[config.mk]
export PLATFORM = sky130hd
export DESIGN_NAME = product_accumulator
export DESIGN_NICKNAME = d
export VERILOG_FILES = /design/src/rtl/product_accumulator.sv
export SDC_FILE = /design/constraint.sdc
export NUM_CORES = 1
export LEC_CHECK = 0
export ABC_AREA = 1
export CAP_MARGIN = 20
export CORE_MARGIN = 10
export CORE_UTILIZATION = 35
export DETAILED_ROUTE_END_ITERATION = 16
export SLEW_MARGIN = 10
export SYNTH_ARGS = -nofsm -noshare
export SYNTH_HDL_FRONTEND = slang
export SYNTH_HIERARCHICAL = 1
export SYNTH_SLANG_ARGS = --single-unit
[constraint.sdc]
create_clock -name clk -period 3.4 [get_ports clk]
set_input_delay 0.68 -clock clk [delete_from_list [all_inputs] [get_ports clk]]
set_output_delay 0.68 -clock clk [all_outputs]
set_load 0.02 [all_outputs]
[src/rtl/product_accumulator.sv]
// Streaming multiply-accumulate: operand pairs are multiplied by a carry-save
// multiplier, registered, and summed per vector into a saturating accumulator.

module multiplier_csa #(
  parameter int N = 4
) (
  input  logic [N-1:0]   a,
  input  logic [N-1:0]   b,
  output logic [2*N-1:0] p
);
  logic [2*N-1:0] sum_v, car_v, pp, nxt_s, nxt_c;

  // Partial products are folded into a redundant sum/carry pair; one final add resolves it.
  always_comb begin
    sum_v = '0;
    car_v = '0;
    pp    = '0;
    nxt_s = '0;
    nxt_c = '0;
    for (int i = 0; i < N; i++) begin
      pp    = {{N{1'b0}}, a & {N{b[i]}}} << i;
      nxt_s = sum_v ^ car_v ^ pp;
      nxt_c = ((sum_v & car_v) | (sum_v & pp) | (car_v & pp)) << 1;
      sum_v = nxt_s;
      car_v = nxt_c;
    end
    p = sum_v + car_v;
  end
endmodule

module product_accumulator #(
  parameter int N     = 4,
  parameter int ACC_W = 12
) (
  input  logic             clk,
  input  logic             rst_n,
  input  logic             in_valid,
  output logic             in_ready,
  input  logic [N-1:0]     a,
  input  logic [N-1:0]     b,
  input  logic             in_last,
  output logic             out_valid,
  input  logic             out_ready,
  output logic [ACC_W-1:0] acc_out,
  output logic [7:0]       term_count,
  output logic             overflow
);
  typedef enum logic {S_ACC, S_DONE} state_e;

  state_e           state_q, state_d;
  logic [2*N-1:0]   prod;
  logic [2*N-1:0]   prod_p1_q;
  logic             vld_p1_q, last_p1_q;
  logic             last_pending_q, last_pending_d;
  logic [ACC_W-1:0] acc_q, acc_d;
  logic [7:0]       cnt_q, cnt_d;
  logic             ovf_q, ovf_d;
  logic             out_valid_q, out_valid_d;
  logic [ACC_W-1:0] acc_out_q, acc_out_d;
  logic [7:0]       cnt_out_q, cnt_out_d;
  logic             ovf_out_q, ovf_out_d;
  logic [ACC_W:0]   add_res;
  logic             accept;

  // Returns {carry, value}; on carry the value is pinned to all ones.
  function automatic logic [ACC_W:0] sat_add(input logic [ACC_W-1:0] acc,
                                             input logic [2*N-1:0]   p);
    logic [ACC_W:0] s;
    s = {1'b0, acc} + {{(ACC_W+1-2*N){1'b0}}, p};
    if (s[ACC_W]) s = {1'b1, {ACC_W{1'b1}}};
    return s;
  endfunction

  function automatic logic [7:0] sat_inc8(input logic [7:0] c);
    return (c == 8'hFF) ? c : c + 8'd1;
  endfunction

  multiplier_csa #(.N(N)) u_mul (.a(a), .b(b), .p(prod));

  assign in_ready   = rst_n && (state_q == S_ACC) && !last_pending_q;
  assign accept     = in_valid && in_ready;
  assign add_res    = sat_add(acc_q, prod_p1_q);
  assign out_valid  = out_valid_q;
  assign acc_out    = acc_out_q;
  assign term_count = cnt_out_q;
  assign overflow   = ovf_out_q;

  always_comb begin
    state_d        = state_q;
    last_pending_d = last_pending_q;
    acc_d          = acc_q;
    cnt_d          = cnt_q;
    ovf_d          = ovf_q;
    out_valid_d    = out_valid_q;
    acc_out_d      = acc_out_q;
    cnt_out_d      = cnt_out_q;
    ovf_out_d      = ovf_out_q;
    if (accept && in_last) last_pending_d = 1'b1;
    case (state_q)
      S_ACC: begin
        if (vld_p1_q) begin
          acc_d = add_res[ACC_W-1:0];
          ovf_d = ovf_q | add_res[ACC_W];
          cnt_d = sat_inc8(cnt_q);
          if (last_p1_q) begin
            state_d     = S_DONE;
            out_valid_d = 1'b1;
            acc_out_d   = acc_d;
            cnt_out_d   = cnt_d;
            ovf_out_d   = ovf_d;
          end
        end
      end
      S_DONE: begin
        if (out_ready) begin
          state_d        = S_ACC;
          out_valid_d    = 1'b0;
          acc_d          = '0;
          cnt_d          = '0;
          ovf_d          = 1'b0;
          last_pending_d = 1'b0;
        end
      end
      default: state_d = S_ACC;
    endcase
  end

  // Stage 1: product register (data only, qualified by vld_p1_q)
  always_ff @(posedge clk) begin
    if (accept) prod_p1_q <= prod;
  end

  always_ff @(posedge clk or negedge rst_n) begin
    if (!rst_n) begin
      state_q        <= S_ACC;
      vld_p1_q       <= 1'b0;
      last_p1_q      <= 1'b0;
      last_pending_q <= 1'b0;
      acc_q          <= '0;
      cnt_q          <= '0;
      ovf_q          <= 1'b0;
      out_valid_q    <= 1'b0;
      acc_out_q      <= '0;
      cnt_out_q      <= '0;
      ovf_out_q      <= 1'b0;
    end else begin
      vld_p1_q       <= accept;
      last_p1_q      <= accept && in_last;
      // Stage 2: accumulate and result capture
      state_q        <= state_d;
      last_pending_q <= last_pending_d;
      acc_q          <= acc_d;
      cnt_q          <= cnt_d;
      ovf_q          <= ovf_d;
      out_valid_q    <= out_valid_d;
      acc_out_q      <= acc_out_d;
      cnt_out_q      <= cnt_out_d;
      ovf_out_q      <= ovf_out_d;
    end
  end
endmodule

==> results.yml <==
finish:
  final-seq-area_sq_um: 1420
  multi_input_area_sq_um: 1540
  fin_area_sq_um: 3830
  drive_gt1_frac: 0.0978
  finalNetCount: 485
  n_fill_cell: 933
  diodes: 0
  synthToLayoutAreaGrowth_pct: 18.3
worst_setup_path:
  crit_required_ns: 3.47
  worstPathCellList: "clkdlybuf4s50_1 -> nand2_1 -> inv_1 -> ha_1 -> inv_1 -> fa_1 -> inv_1 -> fa_1 -> ha_1 -> inv_1 -> fa_1 -> xnor2_1"
  start_kind: "input pin"
  worstPathArrival_ns: 3.29
  critPathMaxStageDelay_ns: 0.53
  r2r-start: "prod_p1_q[0]$_DFFE_PN_"
  path_class: "input pin to register"
  critPathMaxFanout: 4
  startpoint: "b[1]"
  crit_top_cell: "inv_1"
  cp_slowest_cell: "fa_1"
  cp-end-kind: "register"
yosys:
  synth_area_sq_um: 3240
  synth_nets: 443
  avgSynthCellArea_sq_um: 7.96
  yosysWarnings: 6
  ys_ff_latch: 55
  seq_area_frac_synth: 0.437
  syn_inst: 407
  synth_cell_types: 37
cts:
  holdBufCountCts: 0
  cts_tree: "done"
  worst_skew_pair.late_latency_ns: 0.31
  cts_root_buffer: "clkbuf_8"
  cts_buffers: 5
  clockBufferDepth: 2
  cts_resized: 0
  cts_max_level: 2
  post_cts_buffers: 0
  path_clk_slew_ns: 0.10
  clkSinkCount: 55
floorplanning:
  die_area_sq_um: 13500
  die_x_um: 116
  core_sq_um: 9110
  start_util: 0.356
  io_pins: 36
  die_y_um: 116
  rows: 35
route:
  via_count: 2586
  vias_per_cell: 4.61
  wirelength_mm: 6.81
  ant_nets: 0
  avgRoutedWirePerCell_um: 12.1
  dr.pass1.iters: 4
  drc: 0
  first_iter_violations: 107
sta:
  tightest_slew_ns: 0.586
  rsz0062_at_grt: "no"
  fin_crit_sh: 0.945
  min_period_ns: 3.21
  worst_hold_slack_ns: 0.484
  fin_ws_ns: 0.187
  setup_viol: 0
  slew_violations: 0
  skew_ns: 0.00458
  hold_violations: 0
  max_slew_margin: 0.609
  fmax_mhz: 311
grt:
  gr-total-overflow: 0
  track_usage: 0.108
  grt_antenna_before_repair: 0
  grt_pass1_vias: 2630
  grt_pass1_wl_mm: 12.0
  grt_max_degree: 48
pwr:
  leakage_nw: 2.09
  ir_drop_v: 0.000212
  powerDensity_nw_per_um2: 660
place:
  placed_cell_area_sq_um: 3730
  finalWeightedCongestion: 0.862
  post-dp-hpwl_mm: 5.29
  numPortBuffers: 35
  place_ws_ns: -0.149
worst_hold_path:
  hp-class: "register to register"
  hold_start: "term_count[7]$_DFFE_PN0P_"
status:
  outcome: "finished clean"
job:
  cap_viol_max_count: 0
==> routing by layer <==
layer  global-route usage  share of wire
met1                0.126           0.45
met2                0.197           0.49
met3               0.0241          0.045
met4               0.0225          0.010
met5                    0              0
==> cells in the final DEF, fill, tap and decap left out, drive strengths merged <==
cell           synthesis  final
nand2                176    176
inv                   64     64
dfrtp                 47     47
clkdlybuf4s50          0     34
nand3                 24     24
nor2                  16     16
ha                    15     15
o21ai                 11     11
fa                     8      8
edfxtp                 8      8
buf                    7      8
clkbuf                 0      6
nand4                  6      6
xor2                   4      4
xnor2                  3      3
a21oi                  3      3
nand3b                 3      3
o22ai                  2      2
nor3                   2      2
o211ai                 2      2
and2                   1      1
and3                   1      1
o21bai                 1      1
or2                    1      1
a31oi                  1      1
a22o                   1      1
clkinv                 0      1
clkinvlp               0      1
==> flip-flops by register name, indices dropped and copies added, names as in the netlist, 8 cells and up <==
| register | cells |
|---|---|
| acc_out | 12 |
| acc_q | 12 |
| cnt_q | 8 |
| prod_p1_q | 8 |
| term_count | 8 |
==> critical path, delay by kind of cell <==
kind,cells,cell delay (ns)
fa+ha+maj,5,1.67
buf+inv,5,0.73
xor+xnor,1,0.13
simple gates,1,0.07
==> path summary, 6_finish.rpt <==
check,cells after the start,end,slack [ns]
min in group asynchronous,2,acc_out[3]$_DFFE_PN0P_,0.53
max,12,prod_p1_q[6]$_DFFE_PN_,0.19
min reg2reg,2,term_count[7]$_DFFE_PN0P_,0.48
max reg2reg,12,acc_out[2]$_DFFE_PN0P_,1.13
max in group asynchronous,2,acc_q[6]$_DFFE_PN0P_,2.47
min,2,term_count[7]$_DFFE_PN0P_,0.48
==> cells in the mapped netlist (all sizes together) <==
library cell	instances	area [sq um]
dfrtp	47	1180
buf	7	43.8
o211ai	2	20.0
ha	15	188
and3	1	6.26
xnor2	3	26.3
nand2	176	686
a31oi	1	6.26
a22o	1	8.76
nand3b	3	26.3
edfxtp	8	240
nor3	2	15.0
a21oi	3	18.8
and2	1	6.26
xor2	4	35.0
inv	64	240
o21bai	1	7.51
nand4	6	43.8
fa	8	160
or2	1	6.26
nor2	16	72.6
o21ai	11	55.1
nand3	24	140
o22ai	2	12.5
==> stage by stage <==
| stage | instances | TNS, ns | utilization | power [mW] |
|---|---|---|---|---|
| 5_1_grt | 561 | 0 | 0.421 | 2.76 |
| 3_5_place_dp | 553 | -0.291 | 0.410 | 2.17 |
| 3_3_place_gp | 553 | -0.253 | 0.410 | 2.14 |
| 4_1_cts | 561 | 0 | 0.421 | 2.57 |
| 2_1_floorplan | 407 | 0 | - | 1.81 |
| 6_report | 561 | 0 | 0.421 | 2.53 |
==> cells by family after synthesis <==
group,Yosys count,share of synthesized area
simple gates,230,0.309
buf+inv,71,0.0876
flops,55,0.437
fa+ha+maj,23,0.107
compound gates,21,0.0398
xor+xnor,7,0.0189
==> where the power goes <==
group | leakage [nW] | internal (mW) | switching, mW
combinational | 1.35 | 0.476 | 0.657
clock | 0.0474 | 0.167 | 0.217
sequential | 0.696 | 0.857 | 0.156
==> cell type report <==
type                    instances  area share
well taps                     111      0.0362
inverters                      64      0.0627
flip-flops and latches         55       0.370
clock buffers                   6      0.0215
multi-input cells             281       0.402
repair buffers                 42       0.104
clock inverters                 2     0.00424
Power figures use the tool's default switching activity.
==> RTL edit 1 (same flow settings) <==
Make the reset (`rst_n`) synchronous in one clocked block.
--- a/src/rtl/product_accumulator.sv
+++ b/src/rtl/product_accumulator.sv
@@ -131,5 +131,5 @@
   end
 
-  always_ff @(posedge clk or negedge rst_n) begin
+  always_ff @(posedge clk) begin
     if (!rst_n) begin
       state_q        <= S_ACC;
Check against the original RTL: differs if rst_n is asserted again (counterexample within 4 cycles, from zero or initial values and one cycle with rst_n low); with rst_n held inactive, the same outputs for 4 cycles.
==> RTL edit 1 against the original RTL <==
Routed wire length rose by 1.9%; sequential share of layout area decreased by 4.8 points; setup slack improved by 0.0041 ns; via count rose by 4.0%; synthesized cell count rose by 5.2%; sequential cell count unchanged; first-iteration DRC count decreased by 21%; final area is 4.0% lower; core utilization is 0.52 points higher; area after synthesis fell by 4.7%; largest cell class unchanged; highest routed layer unchanged.
Power is not compared: it rests on default switching activity, and its combinational part moved more than twofold at a synthesized area within 25%.
==> RTL edit 1: results (changes against the original RTL) <==
* Hold Crit Endpoint: out_valid$_SDFFE_PN0P_
* R2R setup slack at 1.18 ns (+0.05 ns)
* Critical Path Start: b[0]
* Iter 0 DRT Violations at 84 (-21%)
* GPL Wtd Cong at 0.8320 (-3.4%)
* Routed len/inst at 11.99 µm (-1.1%)
* Critical path destination: prod_p1_q[6]$_DFFE_PN_
* Max-slew headroom at 0.7458 (+0.1363)
* DP Worst Slack at -0.1665 ns (-0.01760 ns)
* Post-DP HPWL at 5270 µm (-0.33%)
* Status: finished, final reports clean
* Worst path max stage delay at 0.53 ns (about the same)
* Synth area leaders: dfxtp_1 (30%), nand2_1 (15%), edfxtp_1 (7.8%)
* Clock Path Buffers at 2 (unchanged)
* Top cells by instance count after synthesis: nand2_1 (127), inv_1 (62), dfxtp_1 (47), nor2_1 (36), nand3_1 (28)
* Drt pass-1 iters at 4 (unchanged)
* Share of cells above drive strength 1 at 0.06383 (-0.03395)
* Postcts setup bufs at 0 (unchanged)
* PostCTS Resize Cnt at 0 (unchanged)
* Max Freq at 311.7 MHz (+0.13%)
* Number of enable flip-flop cells after synthesis at 8 (unchanged)
* Layout Skew at 0.01218 ns (+0.007600 ns)
* Gr usage total at 0.1077 (-0.0002805)
* Slowest library cell on the worst path: fa_1
* Crit Reg-Reg Endpoint: acc_q[2]$_SDFFE_PN0P_
* Yosys warning count at 6 (unchanged)
* Seq/Total Area, Yosys at 0.3827 (-0.05441)
* Crit Path Max Fanout at 3 (-1)
* Ys async rst share at 0 (-0.8545)
* Worst Min Path Start: out_valid$_SDFFE_PN0P_
* Syn nets at 464 (+4.7%)
* First-pass GRT wire length at 11910 µm (-0.52%)
* Reg-to-Reg Start: prod_p1_q[0]$_DFFE_PN_
* WP data arrival at 3.27 ns (-0.02 ns)
* Reg clk slew, reported paths at 0.10 ns (about the same)
* Nets at 505 (+4.1%)
* Vias in the first global route at 2614 (-0.61%)
* Synth cell types at 39 (+5.4%)
* Largest net degree at the start of global routing at 29 (-40%)
* Via density per instance at 4.652 (+0.92%)
* Cells on Worst Hold Path at 2 (unchanged)
-- RTL edit 1: final cells by class --
| cell class | count | area [µm²] |
|---|---|---|
| fill | 909 | 4957 |
| timing repair buffer | 46 | 432.9 |
| multi-input combinational | 297 | 1598 |
| clock buffer | 5 | 68.82 |
| tap | 108 | 135.1 |
| sequential | 55 | 1181 |
| clock inverter | 3 | 22.52 |
| inverter | 64 | 240.2 |
-- RTL edit 1: stage by stage --
stage	hold WS, ns	cell area [µm²]	cells	utilization	setup TNS [ns]
after floorplan	0.4407	3087	428	-	0
after global placement	0.4539	3587	570	0.4154	-0.1884
after detailed placement	0.4574	3587	570	0.4154	-0.3261
final	0.4727	3679	578	0.4260	0
after CTS	0.4745	3679	578	0.4260	0
after global routing	0.4935	3679	578	0.4260	0
-- RTL edit 1: kinds of logic after synthesis --
kind of cell | share of synthesized area
fa+ha+maj | 0.1127
flops | 0.3827
simple gates | 0.2898
buf+inv | 0.09971
compound gates | 0.09810
xor+xnor | 0.01702
-- RTL edit 1: power groups by stage --
stage / combinational (µW) / clock [µW] / sequential (µW)
after floorplan: 159 / 0 / 718
after global placement: 240 / 0 / 714
after detailed placement: 244 / 0 / 715
after CTS: 246 / 387 / 700
after global routing: 282 / 409 / 703
final: 242 / 371 / 700
-- RTL edit 1: layer usage --
| metal | wire length, µm | track usage |
|---|---|---|
| met1 | 3348 | 0.1364 |
| met2 | 3182 | 0.1775 |
| met3 | 322 | 0.02625 |
| met4 | 79 | 0.03091 |
| met5 | 0 | 0 |
-- RTL edit 1: worst max-delay path: cells and delay by family --
| kind | cells | cell delay [ns] |
|---|---|---|
| simple gates | 1 | 0.06 |
| buf+inv | 5 | 0.70 |
| xor+xnor | 1 | 0.14 |
| fa+ha+maj | 5 | 1.68 |
==> RTL edit 2 (same flow settings) <==
Without the edit above. Change the parameter `ACC_W` from 12 to 24.
--- a/src/rtl/product_accumulator.sv
+++ b/src/rtl/product_accumulator.sv
@@ -31,5 +31,5 @@
 module product_accumulator #(
   parameter int N     = 4,
-  parameter int ACC_W = 12
+  parameter int ACC_W = 24
 ) (
   input  logic             clk,
Ports: changed (resized acc_out); port bits go from 36 to 48. No check against the original RTL was run, so the function may have changed too.
==> RTL edit 2 against the original RTL <==
Global-route usage up 2.5 points; routed wire length grew 68%; cell count up 54%; area after synthesis up 43%; sequential cell count increased by 24; final area increased by 46%; setup slack worse by 0.0037 ns; total power up 49%; critical endpoint is now prod_p1_q[6]$_DFFE_PP_.
==> RTL edit 2: results (changes against the original RTL) <==
* CTS Buf Count at 9 (+4)
* H-tree Lvls at 3 (+1)
* Leakage at 0.002969 µW (+42%)
* Ys async rst share at 0.8987 (+0.04419)
* Max IR drop VDD at 409.8 µV (+94%)
* Gr usage total at 0.1332 (+0.02514)
* Synth cell types at 33 (-11%)
* Max-slew headroom at 0.4126 (-0.1969)
* Layout Skew at 0.009716 ns (+0.005139 ns)
* Post-DP HPWL at 8387 µm (+59%)
* WP data arrival at 3.31 ns (+0.02 ns)
* Port bufs at 47 (+34%)
* Seq/Total Area, Yosys at 0.4359 (-0.001154)
* Synth Flop Type: dfrtp_1
* Share of cells above drive strength 1 at 0.05780 (-0.03997)
* Crit Reg-Reg Endpoint: acc_q[10]$_DFFE_PN0P_
* Adder and majority gate portion of the synthesized area at 0.07518 (-0.03216)
* Tightest Hold Check Type: input port to async pin
* Vias in the first global route at 4177 (+59%)
* Syn_area_per_cell at 7.321 µm² (-8.1%)
* Via density per instance at 4.748 (+3.0%)
* Routed len/inst at 13.24 µm (+9.1%)
* Largest net degree at the start of global routing at 70 (+46%)
* Status: finished, final reports clean
* Hold_ws at 0.1431 ns (-0.3411 ns)
* Clock Latency Late Sink at 0.34 ns (+0.03 ns)
* Top cells by instance count after synthesis: nand2_1 (284), inv_1 (86), dfrtp_1 (71), nand3_1 (47), nor2_1 (33)
* Reg clk slew, reported paths at 0.06 ns (-0.04 ns)
* Synth Area in XOR/XNOR at 0.01325 (-0.005669)
* R2r worst-path depth at 10 (-2)
* Compound-Gate Fraction of Synth Area at 0.03218 (-0.007589)
* Synth area leaders: dfrtp_1 (38%), nand2_1 (23%), inv_1 (7.0%)
* Iter 0 DRT Violations at 222 (+110%)
* Nets at 723 (+49%)
* First-pass GRT wire length at 19840 µm (+66%)
* GPL Wtd Cong at 0.9393 (+9.0%)
* WL final at 11440 µm (+68%)
* Reg-to-Reg Start: prod_p1_q[0]$_DFFE_PP_
* Syn nets at 668 (+51%)
* FILL cells at 1306 (+40%)
* Placed cells at 847 (+53%)
* Crit Path Max Fanout at 3 (-1)
* Root Buffer: clkbuf_16
[RTL edit 2: layer usage]
metal	part of all wire	global-route usage	vias up
met5	0	0	-
met4	0.025	0.04844	0
met3	0.057	0.04451	22
met2	0.45	0.2067	99
met1	0.47	0.1683	1929
li1	-	-	2052
[RTL edit 2: cells by family (layout without fill, tap and decap cells)]
group / count (synthesis) / count (layout)
compound gates: 28 / 28
xor+xnor: 7 / 7
fa+ha+maj: 23 / 23
buf+inv: 100 / 160
flops: 79 / 79
simple gates: 395 / 395
[RTL edit 2: cell type report]
class,instances,share of cell area
Clock inverter,4,0.004246
Timing Repair Buffer,57,0.1006
Multi-Input combinational cell,453,0.3960
Sequential cell,79,0.3602
Clock buffer,12,0.04223
Tap cell,172,0.03844
Inverter,87,0.05832
[RTL edit 2: report_power, final]
part	total (µW)	switching, µW	internal [µW]
Combinational	1450	876	577
Sequential	1450	232	1220
Clock	873	381	492
[RTL edit 2: worst max-delay path by stage]
stage / to / cells after the start / start
2_1_floorplan: prod_p1_q[5]$_DFFE_PP_ / 11 / a[3]
3_3_place_gp: prod_p1_q[6]$_DFFE_PP_ / 12 / b[1]
3_5_place_dp: prod_p1_q[6]$_DFFE_PP_ / 12 / b[1]
4_1_cts: prod_p1_q[6]$_DFFE_PP_ / 12 / b[1]
5_1_grt: prod_p1_q[6]$_DFFE_PP_ / 12 / b[1]
6_report: prod_p1_q[6]$_DFFE_PP_ / 12 / b[1]
[RTL edit 2: stage by stage]
stage	setup WS, ns	util	instance area, µm²
floorplan	0.4320	-	4627
global placement	-0.09810	0.4158	5311
detailed placement	-0.1774	0.4158	5311
CTS	0.1870	0.4362	5572
global route	0.09166	0.4383	5599
finish	0.1837	0.4383	5599
[RTL edit 2: worst max-delay path: stages]
cell and delay (ns):
clkdlybuf4s50_1 0.45, nand2_1 0.09, inv_1 0.04, ha_1 0.27, inv_1 0.06, fa_1 0.50, fa_1 0.42, inv_1 0.06
ha_1 0.16, inv_1 0.05, fa_1 0.38, xnor2_1 0.14
